==> config.mk <==
export PLATFORM = sky130hd
export DESIGN_NAME = arbitro_funcionalidade_flat
export DESIGN_NICKNAME = d
export VERILOG_FILES = /design/src/rtl/arbitro_funcionalidade_if.sv /design/src/rtl/arbitro_funcionalidade.sv /design/src/flat_wrapper.sv
export SDC_FILE = /design/constraint.sdc
export NUM_CORES = 1
export LEC_CHECK = 0
export CORE_UTILIZATION = 50
export DETAILED_ROUTE_END_ITERATION = 10
export PLACE_DENSITY_LB_ADDON = 0.2
export SKIP_LAST_GASP = 1
export SLEW_MARGIN = 10
export SYNTH_ARGS = -nofsm -noshare
export SYNTH_HDL_FRONTEND = slang
export SYNTH_SLANG_ARGS = --single-unit
==> constraint.sdc <==
create_clock -name clk -period 5.1 [get_ports clk]
set_input_delay 0.765 -clock clk [delete_from_list [all_inputs] [get_ports clk]]
set_output_delay 0.765 -clock clk [all_outputs]
set_load 0.02 [all_outputs]
==> src/rtl/arbitro_funcionalidade_if.sv <==
// Request/grant bus between the functionality requesters, the arbiter and the datapath.
interface arbitro_funcionalidade_if;
  logic [6:0] req;
  logic       func_done;
  logic [6:0] grant;
  logic [2:0] func_code;
  logic       func_valid;
  logic       busy;
  logic       timeout_err;

  modport master (
    output req,
    output func_done,
    input  grant,
    input  func_code,
    input  func_valid,
    input  busy,
    input  timeout_err
  );

  modport slave (
    input  req,
    input  func_done,
    output grant,
    output func_code,
    output func_valid,
    output busy,
    output timeout_err
  );
endinterface

==> src/rtl/arbitro_funcionalidade.sv <==
// Round-robin arbiter/sequencer for the 7-way functionality selector.
// One grant at a time; a grant ends on func_done, requester withdrawal or
// timeout, followed by a single RELEASE cycle so grants never run back to back.
module arbitro_funcionalidade #(
  parameter int TIMEOUT_CYCLES = 255,
  parameter int CNT_W          = 16
) (
  input  logic                    clk,
  input  logic                    rst,
  arbitro_funcionalidade_if.slave fbus
);

  typedef enum logic [1:0] {
    ST_IDLE    = 2'd0,
    ST_ACTIVE  = 2'd1,
    ST_RELEASE = 2'd2
  } state_t;

  // Counter value seen on the last allowed ACTIVE cycle.
  localparam logic [CNT_W-1:0] TMO_LAST = CNT_W'(TIMEOUT_CYCLES - 1);

  // Fixed index -> function code map.
  function automatic logic [2:0] code_of(input logic [2:0] idx);
    logic [2:0] code;
    case (idx)
      3'd0:    code = 3'b100;
      3'd1:    code = 3'b010;
      3'd2:    code = 3'b110;
      3'd3:    code = 3'b001;
      3'd4:    code = 3'b101;
      3'd5:    code = 3'b011;
      3'd6:    code = 3'b111;
      default: code = 3'b000;
    endcase
    return code;
  endfunction

  state_t           state_r, state_s;
  logic [2:0]       ptr_r, ptr_s;
  logic [2:0]       idx_r, idx_s;
  logic [CNT_W-1:0] cnt_r, cnt_s;
  logic [6:0]       grant_r, grant_s;
  logic [2:0]       code_r, code_s;
  logic             valid_r, valid_s;
  logic             busy_r, busy_s;
  logic             terr_r, terr_s;

  logic [3:0]       cand_s;
  logic [2:0]       win_s;
  logic             found_s;

  // Round-robin search starting just after the last served index, modulo 7.
  always_comb begin
    cand_s  = 4'd0;
    win_s   = 3'd0;
    found_s = 1'b0;
    for (int i = 1; i <= 7; i++) begin
      cand_s  = {1'b0, ptr_r} + 4'(i);
      cand_s  = (cand_s >= 4'd7) ? (cand_s - 4'd7) : cand_s;
      win_s   = (!found_s && fbus.req[cand_s[2:0]]) ? cand_s[2:0] : win_s;
      found_s = found_s | fbus.req[cand_s[2:0]];
    end
  end

  // Next-state and next-output logic of the IDLE/ACTIVE/RELEASE sequencer.
  always_comb begin
    state_s = state_r;
    ptr_s   = ptr_r;
    idx_s   = idx_r;
    cnt_s   = cnt_r;
    grant_s = grant_r;
    code_s  = code_r;
    valid_s = valid_r;
    busy_s  = busy_r;
    terr_s  = 1'b0;
    case (state_r)
      ST_IDLE: begin
        cnt_s = {CNT_W{1'b0}};
        if (found_s) begin
          state_s = ST_ACTIVE;
          idx_s   = win_s;
          grant_s = 7'd1 << win_s;
          code_s  = code_of(win_s);
          valid_s = 1'b1;
          busy_s  = 1'b1;
        end else begin
          grant_s = 7'd0;
          code_s  = 3'b000;
          valid_s = 1'b0;
          busy_s  = 1'b0;
        end
      end
      ST_ACTIVE: begin
        cnt_s = cnt_r + CNT_W'(1);
        // done beats withdrawal beats timeout; only a pure timeout flags an error
        if (fbus.func_done || !fbus.req[idx_r] || (cnt_r == TMO_LAST)) begin
          state_s = ST_RELEASE;
          ptr_s   = idx_r;
          grant_s = 7'd0;
          code_s  = 3'b000;
          valid_s = 1'b0;
          busy_s  = 1'b1;
          terr_s  = !fbus.func_done && fbus.req[idx_r];
        end else begin
          state_s = ST_ACTIVE;
        end
      end
      ST_RELEASE: begin
        state_s = ST_IDLE;
        cnt_s   = {CNT_W{1'b0}};
        grant_s = 7'd0;
        code_s  = 3'b000;
        valid_s = 1'b0;
        busy_s  = 1'b0;
      end
      default: begin
        state_s = ST_IDLE;
        cnt_s   = {CNT_W{1'b0}};
        grant_s = 7'd0;
        code_s  = 3'b000;
        valid_s = 1'b0;
        busy_s  = 1'b0;
      end
    endcase
  end

  // State and registered-output update with asynchronous reset.
  always_ff @(posedge clk or posedge rst) begin
    if (rst) begin
      state_r <= ST_IDLE;
      ptr_r   <= 3'd6;
      idx_r   <= 3'd0;
      cnt_r   <= {CNT_W{1'b0}};
      grant_r <= 7'd0;
      code_r  <= 3'b000;
      valid_r <= 1'b0;
      busy_r  <= 1'b0;
      terr_r  <= 1'b0;
    end else begin
      state_r <= state_s;
      ptr_r   <= ptr_s;
      idx_r   <= idx_s;
      cnt_r   <= cnt_s;
      grant_r <= grant_s;
      code_r  <= code_s;
      valid_r <= valid_s;
      busy_r  <= busy_s;
      terr_r  <= terr_s;
    end
  end

  assign fbus.grant       = grant_r;
  assign fbus.func_code   = code_r;
  assign fbus.func_valid  = valid_r;
  assign fbus.busy        = busy_r;
  assign fbus.timeout_err = terr_r;

endmodule
==> src/flat_wrapper.sv <==
// flat-port wrapper written by rule: the top's interface ports become plain ports
module arbitro_funcionalidade_flat 
#(
  parameter int TIMEOUT_CYCLES = 255,
  parameter int CNT_W          = 16
)
  (clk, rst, fbus_req, fbus_func_done, fbus_grant, fbus_func_code, fbus_func_valid, fbus_busy, fbus_timeout_err);
  arbitro_funcionalidade_if fbus_i ();
  input  logic clk;
  input  logic rst;
  input wire logic [$bits(fbus_i.req)-1:0] fbus_req;
  input wire logic [$bits(fbus_i.func_done)-1:0] fbus_func_done;
  output wire logic [$bits(fbus_i.grant)-1:0] fbus_grant;
  output wire logic [$bits(fbus_i.func_code)-1:0] fbus_func_code;
  output wire logic [$bits(fbus_i.func_valid)-1:0] fbus_func_valid;
  output wire logic [$bits(fbus_i.busy)-1:0] fbus_busy;
  output wire logic [$bits(fbus_i.timeout_err)-1:0] fbus_timeout_err;
  assign fbus_i.req = fbus_req;
  assign fbus_i.func_done = fbus_func_done;
  assign fbus_grant = fbus_i.grant;
  assign fbus_func_code = fbus_i.func_code;
  assign fbus_func_valid = fbus_i.func_valid;
  assign fbus_busy = fbus_i.busy;
  assign fbus_timeout_err = fbus_i.timeout_err;
  arbitro_funcionalidade #(.TIMEOUT_CYCLES(TIMEOUT_CYCLES), .CNT_W(CNT_W)) u_core (.clk(clk), .rst(rst), .fbus(fbus_i));
endmodule
# Word level (Yosys, flattened, before mapping)
# Index checks and enable logic that the tools add are counted.
dict set report word_totals {
  out_inout_bits 13
  wordCells 125
  in_bits 10
  reg_bits 37
}
dict set report op_classes {
  n_lt_le_gt_ge 15
  n_bitwise 6
  n_reduce_logical 21
  n_mux 48
  n_shift 1
  n_addsub 15
  eq_ne 10
}
# op count
set op_table {}
lappend op_table {{$mux 3} 16}
lappend op_table {{$lt 3x4->1 const B} 8}
lappend op_table {{$ge 4x3->1 const B} 7}
lappend op_table {{$bmux 1 s3} 8}
lappend op_table {{$pmux 3 s7} 1}
lappend op_table {{$sub 3x3->3 const B} 7}
lappend op_table {{$add 16x1->16 const B} 1}
lappend op_table {{$add 3x3->4 const B} 4}
lappend op_table {{$eq 16x8->1 const B} 1}
lappend op_table {{$mux 16} 1}
lappend op_table {{$mux 7} 2}
lappend op_table {{$pmux 7 s2} 1}
lappend op_table {{$mux 1} 13}
lappend op_table {{$eq 3x3->1 const B} 3}
lappend op_table {{$add 3x2->4 const B} 2}
lappend op_table {{$logic_not 1->1} 8}
lappend op_table {{$logic_and 1x1->1} 7}
lappend op_table {{$shl 1x3->7 const A} 1}
lappend op_table {{$eq 3x2->1 const B} 2}
lappend op_table {{$or 1x1->1} 6}
lappend op_table {{$pmux 3 s2} 1}
lappend op_table {{$add 3x1->4 const B} 1}
lappend op_table {{$mux 2} 2}
lappend op_table {{$ne 2x1->1 const B} 2}
lappend op_table {{8 further kinds} 11}

# Longest topological paths before layout
# Gate-level depths: netlist (run 1).
dict set report logic_depth {
  ltp_word 17
  depth_mapped 21
  ltp_nobuf 16
}

# Least setup slack after synthesis (run 1)
# Ideal clock, no wire load.
dict set report synth_timing {
  path_type {reg-to-reg}
  startpoint {register u_core.ptr_r[2]}
  endpoint {register u_core.code_r[0], in the netlist u_core.fbus.func_code[0]}
  path_stages_with_launch 17
  required_ns 4.980
  setup_time_ns 0.120
  path_buffers 2
  arrival_time_ns 4.896
  slack_ns 0.084
  path_cell_list {dfstp_2 buf_2 inv_1 fa_1 mux4_2 o32ai_1 a31oi_1 or4_1 buf_2 or4b_4 a2bb2oi_1 a21oi_2 inv_1 ha_1 a2111o_1 a221o_1 o211a_1}
}
dict set report synth_via {
  elab_chain_cells 17
}
# item line
set synth_lines {}
lappend synth_lines {{start: declaration} arbitro_funcionalidade.sv:39} ;# logic [2:0] ptr_r, ptr_s;
lappend synth_lines {{start signal: assignment} arbitro_funcionalidade.sv:141} ;# ptr_r <= ptr_s;
lappend synth_lines {{$add 3x1->4 or $add 3x2->4 (tied branches)} arbitro_funcionalidade.sv:58} ;# cand_s = {1'b0, ptr_r} + 4'(i);
lappend synth_lines {{$ge 4x3->1 or $sub 3x3->3 (tied branches)} arbitro_funcionalidade.sv:59} ;# cand_s = (cand_s >= 4'd7) ? (cand_s - 4'd7) : cand_s;
lappend synth_lines {{$mux 3} arbitro_funcionalidade.sv:59}
lappend synth_lines {{$bmux 1 s3} {arbitro_funcionalidade.sv:60, arbitro_funcionalidade.sv:61}}
lappend synth_lines {{$mux 1 (not written as such)} {arbitro_funcionalidade.sv:60, arbitro_funcionalidade.sv:61}}
lappend synth_lines {{$logic_not 1->1 or $or 1x1->1 (tied branches)} {arbitro_funcionalidade.sv:60, arbitro_funcionalidade.sv:61}}
lappend synth_lines {{$logic_and 1x1->1 (tied with other cells)} arbitro_funcionalidade.sv:60} ;# win_s = (!found_s && fbus.req[cand_s[2:0]]) ? cand_s[2:0] : win_s;
lappend synth_lines {{$mux 3 (tied with other cells) (4 in a row)} arbitro_funcionalidade.sv:60}
lappend synth_lines {{$mux 3 or $logic_and 1x1->1 (tied branches)} arbitro_funcionalidade.sv:60}
lappend synth_lines {{$mux 3 (*)} arbitro_funcionalidade.sv:60}
lappend synth_lines {{via u_core.win_s[0]} arbitro_funcionalidade.sv:49} ;# logic [2:0] win_s;
lappend synth_lines {{$eq 3x3->1 (tied with other cells)} arbitro_funcionalidade.sv:25} ;# case (idx)
lappend synth_lines {{$pmux 3 s7 (*)} arbitro_funcionalidade.sv:25}
lappend synth_lines {{$mux 3 (*)} arbitro_funcionalidade.sv:79} ;# if (found_s) begin
lappend synth_lines {{$pmux 3 s2 (*)} arbitro_funcionalidade.sv:76} ;# case (state_r)
lappend synth_lines {{end signal: assignment} arbitro_funcionalidade.sv:145} ;# code_r <= code_s;
lappend synth_lines {{end: declaration} arbitro_funcionalidade.sv:43} ;# logic [2:0] code_r, code_s;
# The timed path passes the listed nets; every way through them passes the cells marked *. The select of a mux whose other input is x is not followed.
# A chain may end at the register's enable or synchronous reset.

# Worst setup path after layout (run 1)
dict set report layout_timing {
  startpoint {register u_core.ptr_r[1]}
  endpoint {register u_core.code_r[0], in the netlist u_core.fbus.func_code[0]}
}
# Same word-level chain as after synthesis.

==> results of run 1 <==
## cell type report
cell class / count / area, sq um
inverters: 22 / 86.3
flip-flops and latches: 37 / 928
well taps: 96 / 120
clock buffers: 5 / 68.8
fillers: 584 / 2700
multi-input cells: 330 / 2370
repair buffers: 54 / 460
clock inverters: 3 / 68.8
## registers in the layout, summed over array words and instances, names as in the netlist
| register | cells |
|---|---|
| u_core.fbus.busy | 1 |
| u_core.fbus.func_valid | 1 |
| u_core.fbus.timeout_err | 1 |
| u_core.idx_r | 3 |
| u_core.cnt_r | 16 |
| u_core.fbus.grant | 7 |
| u_core.fbus.func_code | 3 |
| u_core.state_r | 2 |
| u_core.ptr_r | 3 |
## critical path, stage by stage, from the launching register on
cell	delay [ps]
dfstp_2	570
clkinvlp_4	160
ha_1	230
inv_1	70
fa_1	450
mux4_2	460
o32ai_2	210
a31oi_1	100
or4_4	480
or4b_4	610
a2bb2oi_1	170
a21oi_2	170
inv_1	80
ha_1	230
a2111o_1	390
a221o_1	260
o211a_1	120
## cell usage in the layout, fill, tap and decap left out, types with 4 or more instances in the layout
cell             count
a21oi_1             20
nand4_1              5
xnor2_1             10
clkbuf_8             5
nor3_1               8
buf_4               32
mux2_2               7
o21ai_0             16
inv_1               18
xor2_1              13
o21ai_1              6
nor2_1              39
and4_1               4
or2_2                6
clkdlybuf4s50_1     22
a211oi_1             4
ha_1                18
dfrtp_1             35
nand2b_1            10
mux2i_1             18
nor2b_1              5
nand3_1              7
mux4_2               4
nand2_1             48
## synthesized netlist by cell type, types with 4 or more instances
library cell | count | share of area [%]
nand2_1 | 48 | 5.1
or2_2 | 6 | 1.1
clkbuf_1 | 14 | 1.5
a211oi_1 | 4 | 0.86
ha_1 | 18 | 6.4
mux4_2 | 4 | 2.6
nor2_1 | 39 | 4.2
o21ai_1 | 6 | 0.86
nor2b_1 | 5 | 0.89
buf_2 | 5 | 0.71
nand2b_1 | 10 | 1.8
xnor2_1 | 10 | 2.5
o21ai_0 | 16 | 2.3
a21oi_1 | 20 | 2.9
nand3_1 | 7 | 1.0
dfrtp_1 | 35 | 25
mux2i_1 | 18 | 5.1
inv_1 | 19 | 2.0
xor2_1 | 13 | 3.3
nand4_1 | 5 | 0.89
and4_1 | 4 | 1.0
nor3_1 | 8 | 1.1
mux2_2 | 7 | 2.3
## stage by stage
stage	hold slack [ps]	TNS (ps)	cell area (sq um)	setup slack [ps]	utilization [%]
after floorplan	467	0	3500	84.0	-
final	484	0	4100	222	60.3
after CTS	487	0	4050	88.9	59.6
after global placement	465	0	3910	194	57.5
after global routing	509	-10.2	4100	-10.2	60.3
after detailed placement	468	0	3910	93.0	57.5
## metal layers
| layer | up-vias | track usage (%) |
|---|---|---|
| met4 | 0 | 6.97 |
| met5 | - | 0 |
| li1 | 1562 | - |
| met1 | 1547 | 36.7 |
| met2 | 92 | 40.7 |
| met3 | 13 | 5.49 |
## path summary, 6_finish.rpt
kind	cells past startpoint	end	startpoint	slack, ps
setup reg to reg	16	u_core.fbus.func_code[0]$_DFFE_PP0P_	u_core.ptr_r[1]$_DFFE_PP1P_	220
hold / removal	2	u_core.fbus.grant[2]$_DFFE_PP0P_	u_core.fbus.grant[2]$_DFFE_PP0P_	480
max in group asynchronous	3	u_core.ptr_r[2]$_DFFE_PP1P_	rst	3870
min in group asynchronous	3	u_core.state_r[0]$_DFFE_PP0P_	rst	870
hold reg to reg	2	u_core.fbus.grant[2]$_DFFE_PP0P_	u_core.fbus.grant[2]$_DFFE_PP0P_	480
setup / recovery	16	u_core.fbus.func_code[0]$_DFFE_PP0P_	u_core.ptr_r[1]$_DFFE_PP1P_	220
## repair_timing
| item | in CTS | in global routing |
|---|---|---|
| hold buffers | 0 | 0 |
| gates resized for setup | 0 | 3 |
| buffers inserted | 0 | 5 |
| endpoints found under the setup margin | 0 | 1 |
## cells by family (layout without fill, tap and decap cells)
kind of cell    after synthesis  after routing
compound gates               96             96
xor+xnor                     23             23
fa+ha+maj                    19             19
buf+inv                      48             84
flops                        37             37
mux                          31             31
simple gates                161            161
==> metrics.yaml, run 1 <==
status: "completed"
synth_edf_count: 0
wl_per_cell_um: 16.7
setup.worst_path.end_class: "flip-flop"
worst-path-max-fanout: 7
drc_errors: 0
placedCellCount: 534
ys_seq_elements: 37
ys.warnings.count: 0
top_layer_used: "met4"
coreArea_sq_um: 6790
grt_pass1_wl_mm: 15.0
ys_seq_area_share_pct: 26.5
cap_violations: 0
wl_met3_um: 463
die_x_um: 85.7
synth_top_family_by_area: "simple AND/OR/NAND/NOR gates"
rows: 30
grtUsageTotal_pct: 26.1
synthSimpleGateAreaFrac_pct: 23.7
syn_area_sq_um: 3500
die_area_sq_um: 7350
synth_fp_nets: 444
synthCells: 415
chipHeight_um: 85.7
start_kind: "flip-flop"
maxSlewHeadroom_pct: 52.4
min-delay-path-class: "flip-flop to flip-flop"
first_global_vias: 2964
gr-total-overflow: 0
finClkSkew_ps: 5.47
period_share_pct: 95.6
tightestPinTransition_ps: 713
antenna_found_initial: 0
hold_viol: 0
ios: 23
cts_tree: "done"
synthFlopType: "dfrtp_1"
place_congestion: 0.903
synth_area_per_cell_sq_um: 8.44
start_util_pct: 51.6
worstPathArrival_ps: 5070
path_clk_slew_ps: 80
synth_compound_area_share_pct: 20.1
setup-violations-final: 0
wirelength_met1_mm: 4.35
synth-xor-area-share_pct: 5.75
post-dp-hpwl_mm: 6.80
synthMuxAreaShare_pct: 10.7
cts_max_level: 2
routed_wl_mm: 9.14
clk_latency_ps: 290
nets: 479
grt_max_degree: 38
max-clock-path-buffers: 2
ys_types: 81
vias: 3214
syn_to_final_growth_pct: 17.0
synthArstFlopShare_pct: 100
period_needed_ps: 4880
port_buffers: 22
cts_buffers: 5
required_ps: 5290
via_per_inst: 5.88
n_antenna_cell: 0
synth_fa_ha_area_share_pct: 7.00
fin_cells: 547
fmax_mhz: 205
dr_wl_met2_mm: 4.21
slew_violations: 0
root_buffer: "clkbuf_8"
layout-drive-gt1-share_pct: 17.1
clkSinkCount: 37
critPathKind: "flip-flop to flip-flop"
drt_iter0_drc: 210
first_pass_iters: 5
antenna_left: 0
Power of run 1 is left out: the tool's default activity adds up to more than one toggle a clock period on the data nets, which glitch-free logic cannot reach.
==> inputs of run 2 (changes only) <==
--- a/config.mk
+++ b/config.mk
@@ -5,11 +5,12 @@
 export SDC_FILE = /design/constraint.sdc
 export NUM_CORES = 1
 export LEC_CHECK = 0
+export ABC_AREA = 0
 export CORE_UTILIZATION = 50
 export DETAILED_ROUTE_END_ITERATION = 10
 export PLACE_DENSITY_LB_ADDON = 0.2
 export SKIP_LAST_GASP = 1
-export SLEW_MARGIN = 10
+export SLEW_MARGIN = 5
 export SYNTH_ARGS = -nofsm -noshare
 export SYNTH_HDL_FRONTEND = slang
 export SYNTH_SLANG_ARGS = --single-unit
==> results of run 2 <==
Same layout as run 1: the final DEF is identical, and so are final timing and power.
Power of run 2 is left out for the same reason.
==> inputs of run 3 (changes only) <==
--- a/config.mk
+++ b/config.mk
@@ -7,6 +7,7 @@
 export LEC_CHECK = 0
 export ABC_AREA = 0
 export CORE_UTILIZATION = 50
+export CTS_CLUSTER_DIAMETER = 150
 export DETAILED_ROUTE_END_ITERATION = 10
 export PLACE_DENSITY_LB_ADDON = 0.2
 export SKIP_LAST_GASP = 1
==> results of run 3 <==
Same layout as run 1: the final DEF is identical, and so are final timing and power.
Power of run 3 is left out for the same reason.
